### src/rtl/cache_op_sched.sv
// cache_op_sched: sequences CACHE maintenance instructions from the MEM stage
// onto the dcache and icache maintenance ports. A sync request runs the dcache
// op first, then an icache hit-invalidate (5'b10000) at the same address.
// Optional build macro: CACHE_OP_SCHED_TIMEOUT_EN adds a watchdog that abandons
// a handshake after TIMEOUT cycles without ok and pulses op_timeout.
module cache_op_sched #(
  parameter int unsigned TIMEOUT = 1023
) (
  input  logic        clk,
  input  logic        rst,
  input  logic        op_valid,
  input  logic [4:0]  op_code,
  input  logic [31:0] op_addr,
  input  logic        op_sync,
  input  logic        op_excp,
  input  logic        flush,
  input  logic        dcache_ok,
  input  logic        icache_ok,
  output logic        busy,
  output logic        op_done,
  output logic        op_timeout,
  output logic        dcache_req,
  output logic [4:0]  dcache_op,
  output logic [31:0] dcache_addr,
  output logic        icache_req,
  output logic [4:0]  icache_op,
  output logic [31:0] icache_addr
);

  typedef enum logic [1:0] {IDLE, D_OP, I_OP, DONE} state_e;

  state_e      state_q, state_d;
  logic [4:0]  code_q, code_d;
  logic [31:0] addr_q, addr_d;
  logic        sync_q, sync_d;
  logic        abort_q, abort_d;
  logic        expire;
  logic        accept;

  assign accept = op_valid && !op_excp && !flush;

`ifdef CACHE_OP_SCHED_TIMEOUT_EN
  localparam int unsigned CntW = $clog2(TIMEOUT + 1);

  logic [CntW-1:0] cnt_q, cnt_d;
  logic            timed_q, timed_d;

  assign expire = (cnt_q == CntW'(TIMEOUT - 1));

  // Watchdog: restarts for every handshake phase, counts cycles without ok
  always_comb begin
    cnt_d   = cnt_q;
    timed_d = timed_q;
    case (state_q)
      IDLE: begin
        cnt_d   = '0;
        timed_d = 1'b0;
      end
      D_OP, I_OP: begin
        if ((state_q == D_OP && dcache_ok) || (state_q == I_OP && icache_ok)) begin
          cnt_d = '0;
        end else if (expire) begin
          timed_d = 1'b1;
        end else begin
          cnt_d = cnt_q + 1'b1;
        end
      end
      default: ;
    endcase
  end

  // Watchdog registers
  always_ff @(posedge clk) begin
    if (rst) begin
      cnt_q   <= '0;
      timed_q <= 1'b0;
    end else begin
      cnt_q   <= cnt_d;
      timed_q <= timed_d;
    end
  end
`else
  assign expire = 1'b0;
`endif

  // Next-state and latch logic for the scheduler
  always_comb begin
    state_d = state_q;
    code_d  = code_q;
    addr_d  = addr_q;
    sync_d  = sync_q;
    abort_d = abort_q;
    case (state_q)
      IDLE: begin
        abort_d = 1'b0;
        if (accept) begin
          code_d = op_code;
          addr_d = op_addr;
          sync_d = op_sync;
          if (op_sync || op_code[1:0] == 2'b01) begin
            state_d = D_OP;
          end else if (op_code[1:0] == 2'b00) begin
            state_d = I_OP;
          end else begin
            state_d = DONE;
          end
        end
      end
      D_OP: begin
        if (flush) begin
          abort_d = 1'b1;
        end
        if (dcache_ok) begin
          state_d = (sync_q && !abort_q && !flush) ? I_OP : DONE;
        end else if (expire) begin
          state_d = DONE;
        end
      end
      I_OP: begin
        if (flush) begin
          abort_d = 1'b1;
        end
        if (icache_ok || expire) begin
          state_d = DONE;
        end
      end
      default: begin
        state_d = IDLE;
      end
    endcase
  end

  // State and latched-operation registers
  always_ff @(posedge clk) begin
    if (rst) begin
      state_q <= IDLE;
      code_q  <= '0;
      addr_q  <= '0;
      sync_q  <= 1'b0;
      abort_q <= 1'b0;
    end else begin
      state_q <= state_d;
      code_q  <= code_d;
      addr_q  <= addr_d;
      sync_q  <= sync_d;
      abort_q <= abort_d;
    end
  end

  // Port decode; sync_q only reaches I_OP through D_OP, so it marks phase two
  assign busy        = (state_q != IDLE);
  assign dcache_req  = (state_q == D_OP);
  assign icache_req  = (state_q == I_OP);
  assign dcache_op   = code_q;
  assign icache_op   = sync_q ? 5'b10000 : code_q;
  assign dcache_addr = addr_q;
  assign icache_addr = addr_q;
  assign op_done     = (state_q == DONE) && !abort_q && !flush;

`ifdef CACHE_OP_SCHED_TIMEOUT_EN
  assign op_timeout  = op_done && timed_q;
`else
  assign op_timeout  = 1'b0;
`endif

endmodule

### config.mk
export PLATFORM = sky130hd
export DESIGN_NAME = cache_op_sched
export DESIGN_NICKNAME = d
export VERILOG_FILES = /design/src/rtl/cache_op_sched.sv
export SDC_FILE = /design/constraint.sdc
export NUM_CORES = 1
export LEC_CHECK = 0
export ABC_AREA = 0
export ABC_CLOCK_PERIOD_IN_PS = 2500
export CAP_MARGIN = 20
export CORE_UTILIZATION = 35
export CTS_BUF_LIST = sky130_fd_sc_hd__clkbuf_16
export DETAILED_ROUTE_END_ITERATION = 6
export PLACE_DENSITY = 0.78
export SETUP_SLACK_MARGIN = 0.3
export SYNTH_ARGS = -nofsm -noshare
export SYNTH_HDL_FRONTEND = slang
export SYNTH_SLANG_ARGS = --single-unit
### constraint.sdc
create_clock -name clk -period 2.5 [get_ports clk]
set_input_delay 0.625 -clock clk [delete_from_list [all_inputs] [get_ports clk]]
set_output_delay 0.625 -clock clk [all_outputs]
set_load 0.1 [all_outputs]
# Word-level counts from Yosys, hierarchy flattened
# Cells that the tools add are included.
[word_totals]
ff_bits = 41
inputBits = 45
out_inout_bits = 79
elab_cells = 41
[classes]
n_eq_ne = 8
mux = 10
n_reduce_logical = 18
[op_table]
columns = ["op", "n"]
rows = [
  ["$mux W2", 4],
  ["$logic_and A1 B1 Y1", 6],
  ["$ne A2 B2 Y1 const B", 3],
  ["$pmux W2 S3", 1],
  ["$mux W5", 1],
  ["$eq A2 B1 Y1 const B", 2],
  ["$eq A2 B2 Y1 const B", 2],
  ["$logic_not A2 Y1", 2],
  ["$reduce_and A2 Y1", 2],
  ["$reduce_bool A2 Y1", 2],
  ["$logic_not A1 Y1", 3],
  ["$mux W1", 3],
  ["$reduce_and A3 Y1", 1],
  ["$ne A2 B1 Y1 const B", 1],
  ["$pmux W1 S2", 1],
  ["$reduce_or A2 Y1", 1],
  ["$logic_or A1 B1 Y1", 1],
]

# Logic depth before layout (Yosys ltp)
[depth]
depth_word = 6
mapped_depth = 7
ltp_nobuf = 6

# Worst setup path before layout
# OpenSTA, ideal clock, no wires.
[synth_timing]
path_type = "register -> output"
start = "register code_q[0] (netlist: dcache_op[0])"
end = "output port icache_op[0]"
arrival_time_ns = 2.391
t_required_ns = 1.875
slack_ns = -0.516
stages_incl_launch_ff = 2
n_path_buf = 0
path_cell_list = "dfxtp_1 nor2b_1"
[synth_via]
elab_chain_len = 1
[synth_lines]
columns = ["item", "line", "rtl"]
rows = [
  ["start: declaration", "33", "logic [4:0] code_q, code_d;"],
  ["start signal: assignment", "143", "code_q <= code_d;"],
  ["$mux W5", "155", "assign icache_op = sync_q ? 5'b10000 : code_q;"],
  ["end: declaration", "26", "output logic [4:0] icache_op,"],
]
# Every way passes these cells.

# Worst setup path after layout
[layout_timing]
start = "input port flush"
end = "output port op_done"
[layout_via]
elab_chain_len = 2
[layout_lines]
columns = ["item", "line", "rtl"]
rows = [
  ["start: declaration", "16", "input logic flush,"],
  ["$logic_not A1 Y1", "158", "assign op_done = (state_q == DONE) && !abort_q && !flush;"],
  ["$logic_and A1 B1 Y1", "158", ""],
  ["end: declaration", "20", "output logic op_done,"],
]
# Every way passes these cells.

==> impl_metrics.ini <==
[run_status]
outcome = complete, no violations

[place]
numPortBuffers = 122
hpwlAfterDp_um = 3343
place_area_mm2 = 0.002768
routabilityCongestion = 0.6912

[global_routing]
antenna_found_initial = 0
gr-total-overflow = 0
use_met1_pct = 17.59
grt_max_degree = 39
first_global_vias = 1508
top_usage_layer = met2
grt_usage_pct = 15.98
met2_usage_pct = 28.97
grt_pass1_wl_um = 6748
met3_usage_pct = 5.423

[worst_setup_path]
crit_fanout = 3
worstPathRequired_ns = 1.88
startpoint_type = input pin
r2r_start = state_q[0]$_SDFFE_PP0P_
critPathMaxStageDelay_ns = 0.46
crit_arrival_ns = 1.54
end_kind = output pin
r2r_slack_ns = 0.97
path_class = input pin to output pin
crit_family = buffers and inverters
crit_chain = clkdlybuf4s50_1 > nor2_2 > and2_4 > buf_12
critPathBufInv = 2
reg2reg_to = state_q[1]$_SDFFE_PP0P_
slowest_stage = clkdlybuf4s50_1
ff2ff_path_depth = 5

[clocking]
numClockSinks = 41
hold_buffers = 0
cts_made_buffers = 5
postCtsSetupBuffers = 0
cts_tree = done
worstSkewPairLatency_ns = 0.28
htree_num_levels = 2
clock-root-buffer = clkbuf_16
clock_path_buffers = 2
clkTransAtPathRegs_ns = 0.05

[sta]
rsz0062_at_grt = no
tightest_slew_ns = 0.6178
finalSetupTns_ns = 0
slew_headroom_pct = 58.81
timing.fmax_mhz = 461.4
finalCriticalPeriod_ns = 2.167
skew_ns = 0.002428
finalCritPeriodShare_pct = 86.69
final_max_slew_viol_count = 0
hold_violations = 0
setup_viol = 0

[layout]
area_growth_pct = 53.06
layout.nets = 370
drive_gt1_share_pct = 34.16
fin_area_mm2 = 0.002909
final_core_util_pct = 56.24
n_antenna_cell = 0
fillers = 485

[drt]
antenna_left = 0
vias_per_cell = 4.380
drc = 0
drt_iter0_drc = 34
drt-total-wl_um = 4621
dr.pass1.iters = 4
vias = 1717
wl_per_cell_um = 11.79

[synthesis]
ys_warn_count = 0
syn_area_mm2 = 0.001901
synth-seq-area-share_pct = 43.19
synth_cells = 235
ys_seq_elements = 41
synth_nets = 284
synthDistinctLibCells = 25
avgSynthCellArea_um2 = 8.088

[power]
power_density_mw_per_mm2 = 874.1
vdd_ir_drop_max_mv = 0.3875
power_leakage_nw = 1.235
power_w = 0.002543

[min_path]
hold_path_class = flip-flop to flip-flop
min_from = dcache_op[3]$_SDFFE_PP0P_
min_to = dcache_op[3]$_SDFFE_PP0P_
holdPathStages = 2

[flow_run]
cap_violations = 0

[die]
io-pin-count = 124
die_y_um = 75.69
core_region_area_mm2 = 0.005172
row_count = 26
dieWidth_um = 75.69
floorplan.initialDensity_pct = 36.74
dieArea_mm2 = 0.005729
-- worst min-delay path, stage by stage (launching register included) --
cell and delay, ns:
dfxtp_2 0.32, nand2_1 0.05, a21oi_1 0.05
-- cells in the mapped netlist (all sizes together) --
library cell | number | area [µm²]
nand2 | 79 | 296.5
buf | 41 | 317.8
dfxtp | 41 | 820.8
a21oi | 39 | 232.7
clkbuf | 5 | 18.77
inv | 5 | 18.77
ha | 4 | 50.05
nor2b | 4 | 25.02
and2 | 2 | 15.02
nand3b | 2 | 15.01
nor2 | 2 | 7.510
o41ai | 2 | 17.52
a211oi | 1 | 7.510
a221oi | 1 | 8.760
conb | 1 | 3.750
nand2b | 1 | 6.260
nor3b | 1 | 12.51
o21ai | 1 | 5.000
o221ai | 1 | 8.760
or2 | 1 | 6.260
or3 | 1 | 6.260
-- state kept, by name, indices dropped and copies added (netlist names) --
signal / flops
dcache_addr: 32
dcache_op: 5
state_q: 2
abort_q: 1
sync_q: 1
-- per-layer routing --
| metal | vias to the layer above | part of all wire (%) |
|---|---|---|
| met3 | 4 | 6.9 |
| met1 | 756 | 40 |
| met4 | 0 | 0.91 |
| li1 | 889 | - |
| met5 | - | 0 |
| met2 | 68 | 52 |
-- cell families (layout without fill, tap and decap cells) --
kind of cell | after synthesis | after routing | synth area share, %
flops | 41 | 41 | 43.19
simple gates | 93 | 93 | 20.54
buf+inv | 51 | 138 | 18.70
compound gates | 45 | 45 | 14.75
fa+ha+maj | 4 | 4 | 2.633
other cells | 1 | 1 | 0.1973
-- how the worst max path moves through the flow --
stage                         startpoint           end  slack, ns  cells after the start
6_report                           flush       op_done       0.33                      4
5_1_grt                            flush       op_done       0.31                      4
4_1_cts                            flush       op_done       0.31                      4
3_5_place_dp                       flush       op_done       0.29                      4
3_3_place_gp                       flush       op_done       0.28                      4
2_1_floorplan  dcache_op[4]$_SDFFE_PP0P_  icache_op[4]       0.35                      1
-- cell type report --
cell class,instances,area [µm²],share of cell area (%)
Multi-Input combinational cell,143,759.5,26.11
Clock inverter,3,11.26,0.3871
Inverter,5,18.77,0.6452
Sequential cell,41,825.8,28.39
Clock buffer,5,125.1,4.301
Tap cell,70,87.58,3.011
Timing Repair Buffer,125,1081,37.16
-- where the power goes --
group / switching (W) / internal (W)
logic: 0.000903 / 0.000300
registers: 0.0000446 / 0.000708
clock network: 0.000228 / 0.000358
-- cells in the final DEF (no fill, tap or decap), types with 5 or more instances in the layout --
master and instances:
buf_4 78, a21oi_1 29, dfxtp_1 37, inv_1 8
a21oi_2 10, clkbuf_16 5, clkdlybuf4s50_1 43, nand2_1 79
-- through the flow --
step | worst slack [ns] | hold WS, ns | instances
floorplan | 0.3548 | 0.4500 | 235
finish | 0.3326 | 0.4701 | 392
global route | 0.3053 | 0.4904 | 392
global placement | 0.2760 | 0.4507 | 384
CTS | 0.3055 | 0.4739 | 392
detailed placement | 0.2853 | 0.4659 | 384
-- timing repair --
action,CTS,global route
endpoints found under the setup margin,1,1
gates cloned,0,0
pin swaps,0,0
resized for setup,1,1
Note: power is estimated with default switching activity, not from simulation.
